--- src/rtl/io_pkg.sv ---
// Shared types and constants for the CPU-side MMIO initiator (io_master).
package io_pkg;

  localparam int IO_ADDR_W = 8;
  localparam int DATA_W    = 32;

  localparam logic [23:0] IO_BASE_DEFAULT = 24'hFF_FFFF;

  typedef enum logic [2:0] {
    S_IDLE   = 3'd0,
    S_STROBE = 3'd1,
    S_WAIT   = 3'd2,
    S_DONE   = 3'd3,
    S_ERR    = 3'd4
  } io_state_e;

endpackage

--- src/rtl/io_addr_dec.sv ---
// IO window decoder: flags a CPU byte address that falls in the IO page and is word aligned.
module io_addr_dec
  import io_pkg::*;
(
  input  logic [DATA_W-1:0] cpu_addr,
  input  logic [23:0]       io_base,
  output logic              hit,
  output logic              aligned
);

  // The register offset bits play no part in the decode.
  logic unused_offset;

  assign hit           = (cpu_addr[31:8] == io_base);
  assign aligned       = (cpu_addr[1:0] == 2'b00);
  assign unused_offset = ^cpu_addr[7:2];

endmodule

--- src/rtl/io_master.sv ---
// CPU-to-MMIO bus initiator: one-cycle io_we/io_rd strobe, holds the bus until io_ack, stalls CPU via io_busy.
// Optional WAIT timeout abort is built when IO_TIMEOUT_EN is defined.
module io_master
  import io_pkg::*;
#(
  parameter logic [23:0] IO_BASE = IO_BASE_DEFAULT
`ifdef IO_TIMEOUT_EN
  ,
  parameter logic [15:0] TIMEOUT_CYC = 16'hFFFF
`endif
) (
  input  logic                 clk,
  input  logic                 rstn,
  input  logic                 cpu_req,
  input  logic                 cpu_we,
  input  logic [DATA_W-1:0]    cpu_addr,
  input  logic [DATA_W-1:0]    cpu_wdata,
  output logic [DATA_W-1:0]    cpu_rdata,
  output logic                 cpu_ack,
  output logic                 cpu_err,
  output logic                 io_busy,
  output logic [IO_ADDR_W-1:0] io_addr,
  output logic [DATA_W-1:0]    io_dout,
  output logic                 io_we,
  output logic                 io_rd,
  input  logic [DATA_W-1:0]    io_din,
  input  logic                 io_ack
);

  io_state_e state;
  logic      we_flag;
  logic      hit;
  logic      aligned;

`ifdef IO_TIMEOUT_EN
  logic [15:0] tcnt;
`endif

  io_addr_dec u_dec (
    .cpu_addr (cpu_addr),
    .io_base  (IO_BASE),
    .hit      (hit),
    .aligned  (aligned)
  );

  always_ff @(posedge clk or negedge rstn) begin
    if (!rstn) begin
      state     <= S_IDLE;
      we_flag   <= 1'b0;
      cpu_rdata <= '0;
      cpu_ack   <= 1'b0;
      cpu_err   <= 1'b0;
      io_busy   <= 1'b0;
      io_addr   <= '0;
      io_dout   <= '0;
      io_we     <= 1'b0;
      io_rd     <= 1'b0;
`ifdef IO_TIMEOUT_EN
      tcnt      <= '0;
`endif
    end else begin
      // NOTE: pulse outputs default low with non-blocking writes; a later assignment in
      // the case below overrides them, so each pulse lasts exactly the one cycle it is set for.
      io_we   <= 1'b0;
      io_rd   <= 1'b0;
      cpu_ack <= 1'b0;
      cpu_err <= 1'b0;

      case (state)
        S_IDLE: begin
          if (cpu_req) begin
            io_busy <= 1'b1;
            if (hit && aligned) begin
              io_addr <= cpu_addr[IO_ADDR_W-1:0];
              io_dout <= cpu_wdata;
              we_flag <= cpu_we;
              io_we   <= cpu_we;
              io_rd   <= !cpu_we;
              state   <= S_STROBE;
`ifdef IO_TIMEOUT_EN
              tcnt    <= '0;
`endif
            end else begin
              cpu_ack <= 1'b1;
              cpu_err <= 1'b1;
              state   <= S_ERR;
            end
          end
        end

        // A device may complete in the strobe cycle itself.
        S_STROBE: begin
          if (io_ack) begin
            if (!we_flag) cpu_rdata <= io_din;
            cpu_ack <= 1'b1;
            state   <= S_DONE;
          end else begin
            state <= S_WAIT;
          end
        end

        S_WAIT: begin
          if (io_ack) begin
            if (!we_flag) cpu_rdata <= io_din;
            cpu_ack <= 1'b1;
            state   <= S_DONE;
          end
`ifdef IO_TIMEOUT_EN
          // io_ack is tested first so it wins over the terminal count.
          else if (tcnt == TIMEOUT_CYC - 16'd1) begin
            cpu_ack <= 1'b1;
            cpu_err <= 1'b1;
            state   <= S_ERR;
          end else begin
            tcnt <= tcnt + 16'd1;
          end
`endif
        end

        S_DONE, S_ERR: begin
          io_busy <= 1'b0;
          state   <= S_IDLE;
        end

        default: begin
          io_busy <= 1'b0;
          state   <= S_IDLE;
        end
      endcase
    end
  end

endmodule

--- config.mk ---
export PLATFORM = sky130hd
export DESIGN_NAME = io_master
export DESIGN_NICKNAME = d
export VERILOG_FILES = /design/src/rtl/io_pkg.sv /design/src/rtl/io_addr_dec.sv /design/src/rtl/io_master.sv
export SDC_FILE = /design/constraint.sdc
export NUM_CORES = 1
export LEC_CHECK = 0
export ABC_CLOCK_PERIOD_IN_PS = 1900
export CAP_MARGIN = 20
export CORE_MARGIN = 2
export CORE_UTILIZATION = 35
export DETAILED_ROUTE_END_ITERATION = 7
export PLACE_DENSITY = 0.76
export SYNTH_ARGS = -nofsm -noshare
export SYNTH_HDL_FRONTEND = slang
export SYNTH_SLANG_ARGS = --single-unit
--- constraint.sdc ---
create_clock -name clk -period 1.9 [get_ports clk]
set_clock_uncertainty 0.2 [all_clocks]
set_input_delay 0.38 -clock clk [delete_from_list [all_inputs] [get_ports clk]]
set_output_delay 0.38 -clock clk [all_outputs]
set_load 0.05 [all_outputs]
==> results.sh <==
export IMPL_grt_start_max_net_pins=82
export IMPL_cp_cell_sequence="xnor2_1 -> or3b_4 -> nor2_8 -> buf_16 -> mux2_1"
export IMPL_sequential_fraction_of_the_synthesis_area_pct=62.2
export IMPL_clk_latency_ns=0.33
export IMPL_synth_cell_area_mm2=0.00326
export IMPL_max_freq_mhz=505
export IMPL_critPathLaunchType="register"
export IMPL_grt_overflow_total=0
export IMPL_placement_io_buffers=177
export IMPL_layout_setup_ws_ns=-0.0799
export IMPL_die_width_um=100
export IMPL_period_share_pct=104
export IMPL_hp_start="cpu_rdata[24]"
export IMPL_failed_checks="negative setup slack"
export IMPL_max_cap_viol_count=0
export IMPL_flow_area_growth_from_synthesis_pct=68.8
export IMPL_stdcell_count=514
export IMPL_clk_pin_slew_ns=0.09
export IMPL_die_area_mm2=0.0101
export IMPL_layout_drive_gt1_share_pct=43.9
export IMPL_vdd_drop_max_mv=0.594
export IMPL_critPathCaptureType="register"
export IMPL_drt_pre_antenna_iters=3
export IMPL_setup_total_negative_slack_ns=-1.91
export IMPL_critical_path_n_buffers_inverters=1
export IMPL_power_leakage_uw=0.00279
export IMPL_cts_root_buf="clkbuf_8"
export IMPL_dr_total_vias=2324
export IMPL_crit_reg2reg_launch="state[0]"
export IMPL_detailed_place_hpwl_um=5330
export IMPL_final_max_slew_viol_count=0
export IMPL_finalSetupViolCount=32
export IMPL_worst_setup_path_type="reg2reg"
export IMPL_route_antenna_remaining_nets=0
export IMPL_totalPowerFinal_uw=6510
export IMPL_post_route_util_pct=60.1
export IMPL_synth_warnings=0
export IMPL_cp_data_arrival_time_ns=1.99
export IMPL_hold_path_depth=1
export IMPL_critical_path_max_stage_delay_ns=0.42
export IMPL_synthesis_area_per_instance_um2=17.1
export IMPL_p_per_area_mw_per_mm2=1180
export IMPL_starting_density_pct=35.6
export IMPL_ctsHtreeMaxLevel=3
export IMPL_worst_ep_required_time_ns=1.91
export IMPL_core_area_mm2=0.00915
export IMPL_period_needed_ns=1.98
export IMPL_final_cell_mix="buf_4 (92), dfrtp_1 (81), clkdlybuf4s50_1 (72)"
export IMPL_yosys_reg_bits=81
export IMPL_detailedRoute_firstIterationViolations=37
export IMPL_vias_in_the_first_global_route=2404
export IMPL_drt_drc_violations_left=0
export IMPL_clock_path_buffers=2
export IMPL_gp_congestion=0.720
export IMPL_worst_slew_margin_rel_pct=71.9
export IMPL_tritoncts="built"
export IMPL_cpLargestDelayFamily="simple AND/OR/NAND/NOR gates"
export IMPL_timing_reg2reg_setup_slack_ns=-0.08
export IMPL_syn_inst=191
export IMPL_finalWirelength_um=7970
export IMPL_reg_to_reg_critical_path_endpoint="cpu_rdata[9]"
export IMPL_timing_hold_worst_endpoint="cpu_rdata[24]"
export IMPL_worstMarginPinSlew_ns=0.421
export IMPL_avgViaCountPerCell=4.52
export IMPL_hold_violations=0
export IMPL_most_common_cell_after_layout_fill_and_taps_aside="buf_4"
export IMPL_num_io_pins=178
export IMPL_number_of_antenna_violations_at_the_first_check_in_global_routing=0
export IMPL_placementRows=35
export IMPL_cts_buffers_inserted=9
export IMPL_dieHeight_um=100
export IMPL_mappedNetlistNets=292
export IMPL_worstRegToRegCells=5
export IMPL_worst_hold_path_type="reg2reg"
export IMPL_grt_usage_pct=15.4
export IMPL_finalHoldWorstSlack_ns=0.290
export IMPL_antennaDiodeCount=0
export IMPL_grt_first_pass_wirelength_um=12100
export IMPL_run_status="complete, but fails checks"
export IMPL_yosys_cell_types_count=21
export IMPL_place_detailed_instances=484
export IMPL_wire_per_inst_um=15.5
export IMPL_layout_nets=499
export IMPL_cts_sinks=81
export IMPL_worstPathMaxFanout=16
export IMPL_timing_critical_path_slowest_stage_cell="dfrtp_1"
export IMPL_grt_setup_unrepaired="true"
logic make-up after synthesis:
family,after synthesis,synth area share [%]
compound gates,3,0.614
mux,71,28.8
flops,81,62.2
simple gates,27,5.53
xor+xnor,1,0.269
buf+inv,8,2.54
metal layers:
metal	global-route usage [%]	wire length, µm
met5	0	0
met4	4.53	72
met3	4.99	680
met2	25.8	3850
met1	19.1	3370
power by group:
part | leakage (µW) | internal, µW | switching (µW)
combinational | 0.00163 | 1100 | 1800
sequential | 0.00106 | 2120 | 203
clock | 0.000103 | 681 | 601
total | 0.00279 | 3900 | 2610
worst register-to-register path, delay by kind of cell, from the launching register on:
kind | cells | cell delay (ns)
flip-flops | 1 | 0.42
AND/OR/NAND/NOR | 2 | 0.57
buffers and inverters | 1 | 0.19
XOR/XNOR | 1 | 0.15
multiplexers | 1 | 0.34
cell type report:
type / instances / area, µm²
clock buffers: 12 / 155
multi-input cells: 102 / 1230
fillers: 756 / 3650
repair buffers: 203 / 1900
inverters: 1 / 3.75
well taps: 111 / 139
flip-flops and latches: 81 / 2030
clock inverters: 4 / 51.3
cells in the mapped netlist:
cell	instances	area share, %
inv_1	1	0.12
nand4_1	5	0.96
mux2_4	37	17
buf_6	7	2.4
and4_1	1	0.27
dfrtp_1	81	62
mux2_2	4	1.4
a21oi_1	1	0.15
nor4_2	1	0.38
nand4b_1	2	0.54
nor2_1	6	0.69
nor2_8	1	0.61
or3b_4	1	0.35
nand2b_1	2	0.38
nand3_2	1	0.31
mux2_1	30	10
nand2_1	3	0.35
xnor2_1	1	0.27
a21boi_0	2	0.46
and2_1	2	0.38
nor3_1	2	0.31
flip-flops by register name, summed over array words and instances, names as in the netlist:
signal / flops
state: 3
io_busy: 1
io_dout: 32
cpu_ack: 1
io_rd: 1
io_we: 1
io_addr: 8
cpu_rdata: 32
cpu_err: 1
we_flag: 1
worst max-delay path by stage:
stage / endpoint / depth (start not counted) / start
floorplan: io_dout[0] / 5 / cpu_addr[17]
global placement: io_dout[17] / 7 / cpu_addr[31]
global route: cpu_rdata[28] / 5 / state[0]
detailed placement: io_dout[18] / 7 / cpu_addr[31]
CTS: cpu_rdata[26] / 5 / state[0]
finish: cpu_rdata[9] / 5 / state[0]
repair_timing:
item / CTS / global route
gates cloned: 4 / 1
pin swaps: 6 / 3
hold endpoints to repair: 81 / 0
hold buffers: 1 / 0
endpoints found under the setup margin: 70 / 55
gates resized for setup: 40 / 10
buffers inserted: 7 / 2
metrics by stage:
step | cell area (µm²) | setup WS, ns
after global placement | 5020 | -0.470
final | 5500 | -0.0799
after floorplan | 3260 | 0.0111
after global routing | 5500 | -0.127
after CTS | 5420 | -0.0875
after detailed placement | 5020 | -0.483
Power figures use the tool's default switching activity.
